File: src/rtl/ahb_arbiter_param.sv
// Parametrised AHB bus arbiter: fixed-priority or round-robin selection with a
// burst-hold cap, a SPLIT mask driven by slave responses and a default-master fallback.
module ahb_arbiter_param #(
    parameter int NUM_MASTERS    = 16,
    parameter int ARB_MODE       = 0,
    parameter int DEFAULT_MASTER = 0,
    parameter int MAX_HOLD       = 16
) (
    input  logic                   HCLK,
    input  logic                   HRESET,
    input  logic [NUM_MASTERS-1:0] HBUSREQx,
    input  logic [NUM_MASTERS-1:0] HLOCKx,
    input  logic [NUM_MASTERS-1:0] HSPLIT,
    input  logic                   HREADY,
    input  logic [1:0]             HTRANS,
    input  logic [1:0]             HRESP,
    output logic [NUM_MASTERS-1:0] HGRANTx,
    output logic [3:0]             HMASTER,
    output logic                   HMASTLOCK
);

    typedef logic [3:0]             idx_t;
    typedef logic [NUM_MASTERS-1:0] vec_t;

    localparam logic [1:0] TRANS_NONSEQ = 2'b10;
    localparam logic [1:0] TRANS_SEQ    = 2'b11;
    localparam logic [1:0] RESP_SPLIT   = 2'b11;
    localparam idx_t       DEF_IDX      = idx_t'(DEFAULT_MASTER);
    // An unlimited hold still needs a ceiling for the 8-bit counter to saturate at.
    localparam logic [7:0] HOLD_CAP     = (MAX_HOLD == 0) ? 8'd255 : 8'(MAX_HOLD);

    function automatic vec_t onehot(input idx_t idx);
        vec_t v;
        for (int k = 0; k < NUM_MASTERS; k++) v[k] = (idx == idx_t'(k));
        return v;
    endfunction

    function automatic idx_t lowest_set(input vec_t v);
        idx_t r;
        r = '0;
        for (int k = NUM_MASTERS - 1; k >= 0; k--) if (v[k]) r = idx_t'(k);
        return r;
    endfunction

    vec_t       split_mask;
    idx_t       grant_idx;
    idx_t       rr_ptr;
    logic [7:0] hold_cnt;

    vec_t       eligible;
    vec_t       cand;
    vec_t       rot;
    vec_t       split_set;
    vec_t       split_next;
    idx_t       start;
    idx_t       off;
    idx_t       next_idx;
    logic [4:0] sum;
    logic       owner_elig;
    logic       owner_lock;
    logic       holds;
    logic       expired;
    logic       from_default;
    logic       count_beat;
    logic [7:0] hold_next;

    always_comb begin
        // NOTE: every signal driven here gets a value on every path, so no latch can be inferred.
        eligible   = HBUSREQx & ~split_mask;
        owner_elig = |(eligible & HGRANTx);
        owner_lock = |(HLOCKx & HGRANTx);
        expired    = (MAX_HOLD != 0) && (hold_cnt == HOLD_CAP);
        holds      = owner_elig && (owner_lock || MAX_HOLD == 0 || hold_cnt < HOLD_CAP);

        cand = eligible;
        if (expired && |(eligible & ~HGRANTx)) cand = eligible & ~HGRANTx;

        // Rotate so the search starts just above rr_ptr, then map the offset back.
        start = (rr_ptr == idx_t'(NUM_MASTERS - 1)) ? '0 : rr_ptr + 1'b1;
        rot   = (cand >> start) | (cand << (NUM_MASTERS - int'(start)));
        off   = lowest_set(rot);
        sum   = {1'b0, start} + {1'b0, off};
        if (sum >= 5'(NUM_MASTERS)) sum = sum - 5'(NUM_MASTERS);

        from_default = 1'b0;
        if (holds) begin
            next_idx = grant_idx;
        end else if (cand == '0) begin
            next_idx     = DEF_IDX;
            from_default = 1'b1;
        end else if (ARB_MODE == 1) begin
            next_idx = sum[3:0];
        end else begin
            next_idx = lowest_set(cand);
        end

        count_beat = (HTRANS == TRANS_NONSEQ || HTRANS == TRANS_SEQ) && (HMASTER == grant_idx);
        hold_next  = '0;
        if (holds) hold_next = (count_beat && hold_cnt != HOLD_CAP) ? hold_cnt + 8'd1 : hold_cnt;

        split_set  = (HREADY && HRESP == RESP_SPLIT) ? onehot(HMASTER) : '0;
        split_next = (split_mask | split_set) & ~HSPLIT;
    end

    always_ff @(posedge HCLK) begin
        // NOTE: non-blocking assignments so every register samples the pre-edge state.
        if (HRESET) begin
            HGRANTx    <= onehot(DEF_IDX);
            grant_idx  <= DEF_IDX;
            HMASTER    <= DEF_IDX;
            HMASTLOCK  <= 1'b0;
            split_mask <= '0;
            hold_cnt   <= '0;
            rr_ptr     <= DEF_IDX;
        end else begin
            split_mask <= split_next;
            if (HREADY) begin
                HGRANTx   <= onehot(next_idx);
                grant_idx <= next_idx;
                HMASTER   <= grant_idx;
                HMASTLOCK <= owner_lock;
                hold_cnt  <= hold_next;
                if (!from_default) rr_ptr <= next_idx;
            end
        end
    end

endmodule

File: config.mk
export PLATFORM = sky130hd
export DESIGN_NAME = ahb_arbiter_param
export DESIGN_NICKNAME = d
export VERILOG_FILES = /design/src/rtl/ahb_arbiter_param.sv
export SDC_FILE = /design/constraint.sdc
export NUM_CORES = 1
export LEC_CHECK = 0
export CORE_MARGIN = 2
export CORE_UTILIZATION = 40
export CTS_CLUSTER_SIZE = 28
export DETAILED_ROUTE_END_ITERATION = 6
export PLACE_DENSITY = 0.72
export SYNTH_ARGS = -nofsm -noshare
export SYNTH_HDL_FRONTEND = slang
export SYNTH_SLANG_ARGS = --single-unit
File: constraint.sdc
create_clock -name HCLK -period 3.55 [get_ports HCLK]
set_clock_uncertainty 0.15 [all_clocks]
set_input_delay 0.5325 -clock HCLK [delete_from_list [all_inputs] [get_ports HCLK]]
set_output_delay 0.5325 -clock HCLK [all_outputs]
set_load 0.02 [all_outputs]
==> results.rst <==
.. list-table::
   :header-rows: 1

   * - Metric
     - Value
   * - Post-Synthesis Net Count
     - just under 400
   * - CP startpoint
     - HBUSREQx[2]
   * - Number of antenna violations at the first check in global routing
     - 0
   * - Global-route wire length before repair
     - about 15,000 µm
   * - Max Slew Vio Count
     - 0
   * - Total half-perimeter wirelength after legalization and detailed placement
     - between 7000 and 8000 µm
   * - Post-detailed-route wirelength per cell
     - about 18 µm
   * - Syn_area_per_cell
     - about 8.7 µm²
   * - Count leader, synth
     - dfxtp_1
   * - Reg2Reg Launch Point
     - hold_cnt[7]$_SDFFE_PP0P_
   * - Final GP Congestion
     - ~0.96
   * - Placed instance area
     - ~4000 µm²
   * - Type of the worst setup path
     - input port to register
   * - Unrepaired setup endpoints after global routing
     - true
   * - CTS clk-pin slew, worst paths
     - 0.09 ns
   * - Area of all placed cells without fillers
     - ~4200 µm²
   * - Capturing point of the worst reg2reg path
     - HGRANTx[13]$_SDFFE_PP0P_
   * - R2R setup slack
     - approximately 0.24 ns
   * - Setup violators final
     - 0
   * - Total wire length after detailed routing
     - about 9600 µm
   * - Arrival @ worst endpoint
     - ~3.5 ns
   * - Latest clock arrival within the worst-skew pair
     - 0.30 ns
   * - Buffers added on ports
     - 74
   * - Die width
     - roughly 89 µm
   * - End of the critical path
     - HGRANTx[13]$_SDFFE_PP0P_
   * - Fraction of layout cells with a size suffix above 1
     - 0.1942
   * - Effective utilization at floorplan
     - 0.4162
   * - Number of buffers inserted during clock tree synthesis
     - 5
   * - Rel. slew slack
     - 0.3787
   * - Via count of the first global-routing pass
     - 3,048
   * - GRT met3 Usage
     - 0.03451
   * - Core ar.
     - ~6900 µm²
   * - Total vias in the final route
     - between 3,000 and 4,000
   * - Root Buffer Master
     - clkbuf_8
   * - Clock tree from TritonCTS
     - built
   * - Remaining antenna violation count after routing
     - 0
   * - Worst r2r path cells
     - 11
   * - Die area
     - between 7000 and 8000 µm²
   * - Chip height
     - 88.54 µm
   * - CTS Buffer Depth
     - 2
   * - Post-layout net count
     - 504
   * - Count of unique library cells instantiated by Yosys
     - 57
   * - Number of clock sinks
     - between 40 and 50
   * - Initial detailed-routing violation count
     - ~340
   * - Top fanout value on the critical path
     - 11
   * - Maximum number of pins on one net before global-route repair
     - 31
   * - Endpoint required time on the critical path
     - ~3.6 ns
   * - Met1 Track Usage GR
     - 0.3064
   * - Pin slew with the least headroom to its limit
     - roughly 0.93 ns
   * - Power density of the placed cells
     - roughly 280 nW/µm²
   * - Yosys reg bits
     - 49
   * - Hold path depth
     - 2
   * - Number of diodes
     - 0
   * - Synth-to-Final Area Change
     - 48.45%
   * - Number of I/O pins
     - 76
   * - Element type at the critical path start
     - input port
   * - Count of H-tree levels built during CTS
     - 2
   * - Most area-consuming cells after synthesis
     - dfxtp_1, nor3_1, nor3b_1
   * - Most common library cells after synthesis
     - dfxtp_1, nor2_1, inv_1, nor3_1
   * - Syn Inst Count
     - 330
   * - Detail-routed via count per cell
     - around 5.8
   * - GRT Resource Usage Total
     - 0.2418
   * - YS warnings
     - 0
   * - Met2 Resource Use GR
     - 0.4217
   * - Max-cap violations
     - 0
   * - Top achievable clock speed
     - between 0.2 and 0.3 GHz
   * - Most area-hungry cell type in the Yosys netlist
     - dfxtp_1
   * - Final worst-path cycle share
     - 0.9787
   * - Netlist area before placement
     - around 2900 µm²
   * - Class of the tightest hold or removal check
     - register to register
   * - Number of failing hold endpoints at the final stage
     - 0
   * - Static leakage
     - 1.551 nW
   * - Residual DRC
     - 0
   * - Crit path time final
     - between 3 and 4 ns
   * - Post-Place Cells
     - 533
   * - TritonRoute pass-1 iters
     - 5
   * - Final cell utilization of the core
     - 0.6179
   * - Layer with the highest usage
     - met2
   * - Capturing element type of the critical path
     - register
   * - Number of buffers inserted for hold repair after clock tree synthesis
     - 0
   * - Top-area cell type share of the netlist area
     - 0.3431
   * - Primary FF master, synth
     - dfxtp_1
   * - Peak ir drop on the vdd network
     - between 150 and 200 µV
   * - Post-synthesis sequential area ratio
     - 0.3431
   * - Total congestion overflow
     - 0
   * - Count of placed standard cells in the final layout, fillers left out
     - 544
   * - Site row count
     - 30
   * - Proportion of synthesized flip-flops having asynchronous set or reset
     - 0
   * - Result of the run
     - finished clean
   * - EDFF count, synth
     - 0
-- kinds of logic after synthesis --
family,after synthesis,synth area share
buffers and inverters,41,0.06083
adder cells (fa/ha/maj),2,0.008751
XOR/XNOR,11,0.03370
AO/OA/AOI/OAI,91,0.2726
flip-flops,49,0.3431
multiplexers,5,0.01751
AND/OR/NAND/NOR,131,0.2635
-- per-stage QoR --
step                setup TNS [ns]  setup slack [ns]  power (mW)  hold WS (ns)
floorplan                        0            0.3503      0.7036        0.3295
global placement            -4.241           -0.2941      0.8410        0.3321
detailed placement          -5.436           -0.3965      0.8454        0.3329
CTS                              0           0.01153       1.171        0.3502
global route                     0         0.0005909       1.234        0.3989
finish                           0           0.07565       1.181        0.3489
-- worst max-delay path: stages --
cell	delay (ns)
clkdlybuf4s50_1	0.50
nor2b_1	0.28
a2111oi_2	0.13
nand4_1	0.10
buf_6	0.15
a311oi_1	0.11
buf_4	0.18
or4_1	0.56
or2_1	0.29
a32oi_4	0.29
nor3_2	0.07
buf_4	0.16
a22o_1	0.17
-- layer usage --
| layer | up-vias | part of all wire |
|---|---|---|
| met5 | - | 0 |
| met4 | 0 | 0.037 |
| met3 | 37 | 0.062 |
| met2 | 145 | 0.48 |
| met1 | 1481 | 0.42 |
| li1 | 1495 | - |
-- cell usage in the layout (no fill, tap or decap), drive strengths merged, types with 4 or more instances in the layout --
master	count
a31oi	9
clkbuf	7
inv	26
a311o	10
mux2i	5
a21oi	9
nor3b	15
nand3	5
nand2b	6
a221oi	5
buf	51
clkdlybuf4s50	74
nand4	8
a211oi	7
nor3	25
o31ai	4
nor4	5
a22o	12
dfxtp	49
nor2	27
xor2	8
a32oi	4
nand2	15
o21ai	9
a311oi	11
nor2b	4
nand3b	9
-- registers in the layout, summed over array words and instances, names as in the netlist --
register    flops
hold_cnt        8
HGRANTx        16
split_mask     16
HMASTLOCK       1
HMASTER         4
grant_idx       4
-- power breakdown --
part | switching [mW] | internal [mW] | leakage [nW] | total [mW]
Combinational | 0.133 | 0.151 | 1.12 | 0.284
Clock | 0.185 | 0.140 | 0.0385 | 0.325
Sequential | 0.0133 | 0.559 | 0.396 | 0.573
-- worst min path at each step --
| stage | to | from |
|---|---|---|
| 2_1_floorplan | grant_idx[0]$_SDFFE_PP0P_ | grant_idx[0]$_SDFFE_PP0P_ |
| 3_3_place_gp | HMASTLOCK$_SDFFE_PP0P_ | HMASTLOCK$_SDFFE_PP0P_ |
| 3_5_place_dp | HMASTLOCK$_SDFFE_PP0P_ | HMASTLOCK$_SDFFE_PP0P_ |
| 4_1_cts | HMASTLOCK$_SDFFE_PP0P_ | HMASTLOCK$_SDFFE_PP0P_ |
| 5_1_grt | HMASTLOCK$_SDFFE_PP0P_ | HMASTLOCK$_SDFFE_PP0P_ |
| 6_report | HMASTLOCK$_SDFFE_PP0P_ | HMASTLOCK$_SDFFE_PP0P_ |
-- timing repair --
| action | CTS | global route |
|---|---|---|
| setup endpoints to repair | 7 | 18 |
| pin swaps | 1 | 9 |
| setup buffers | 2 | 1 |
| gates resized for setup | 2 | 19 |
-- final cells by class --
cell class | instances | area (µm²)
sequential | 49 | 980.9
multi-input combinational | 240 | 1822
clock buffer | 7 | 76.32
tap | 96 | 120.1
fill | 612 | 2625
timing repair buffer | 125 | 1140
inverter | 26 | 97.59
clock inverter | 1 | 7.507
(Power assumes the default switching activity.)
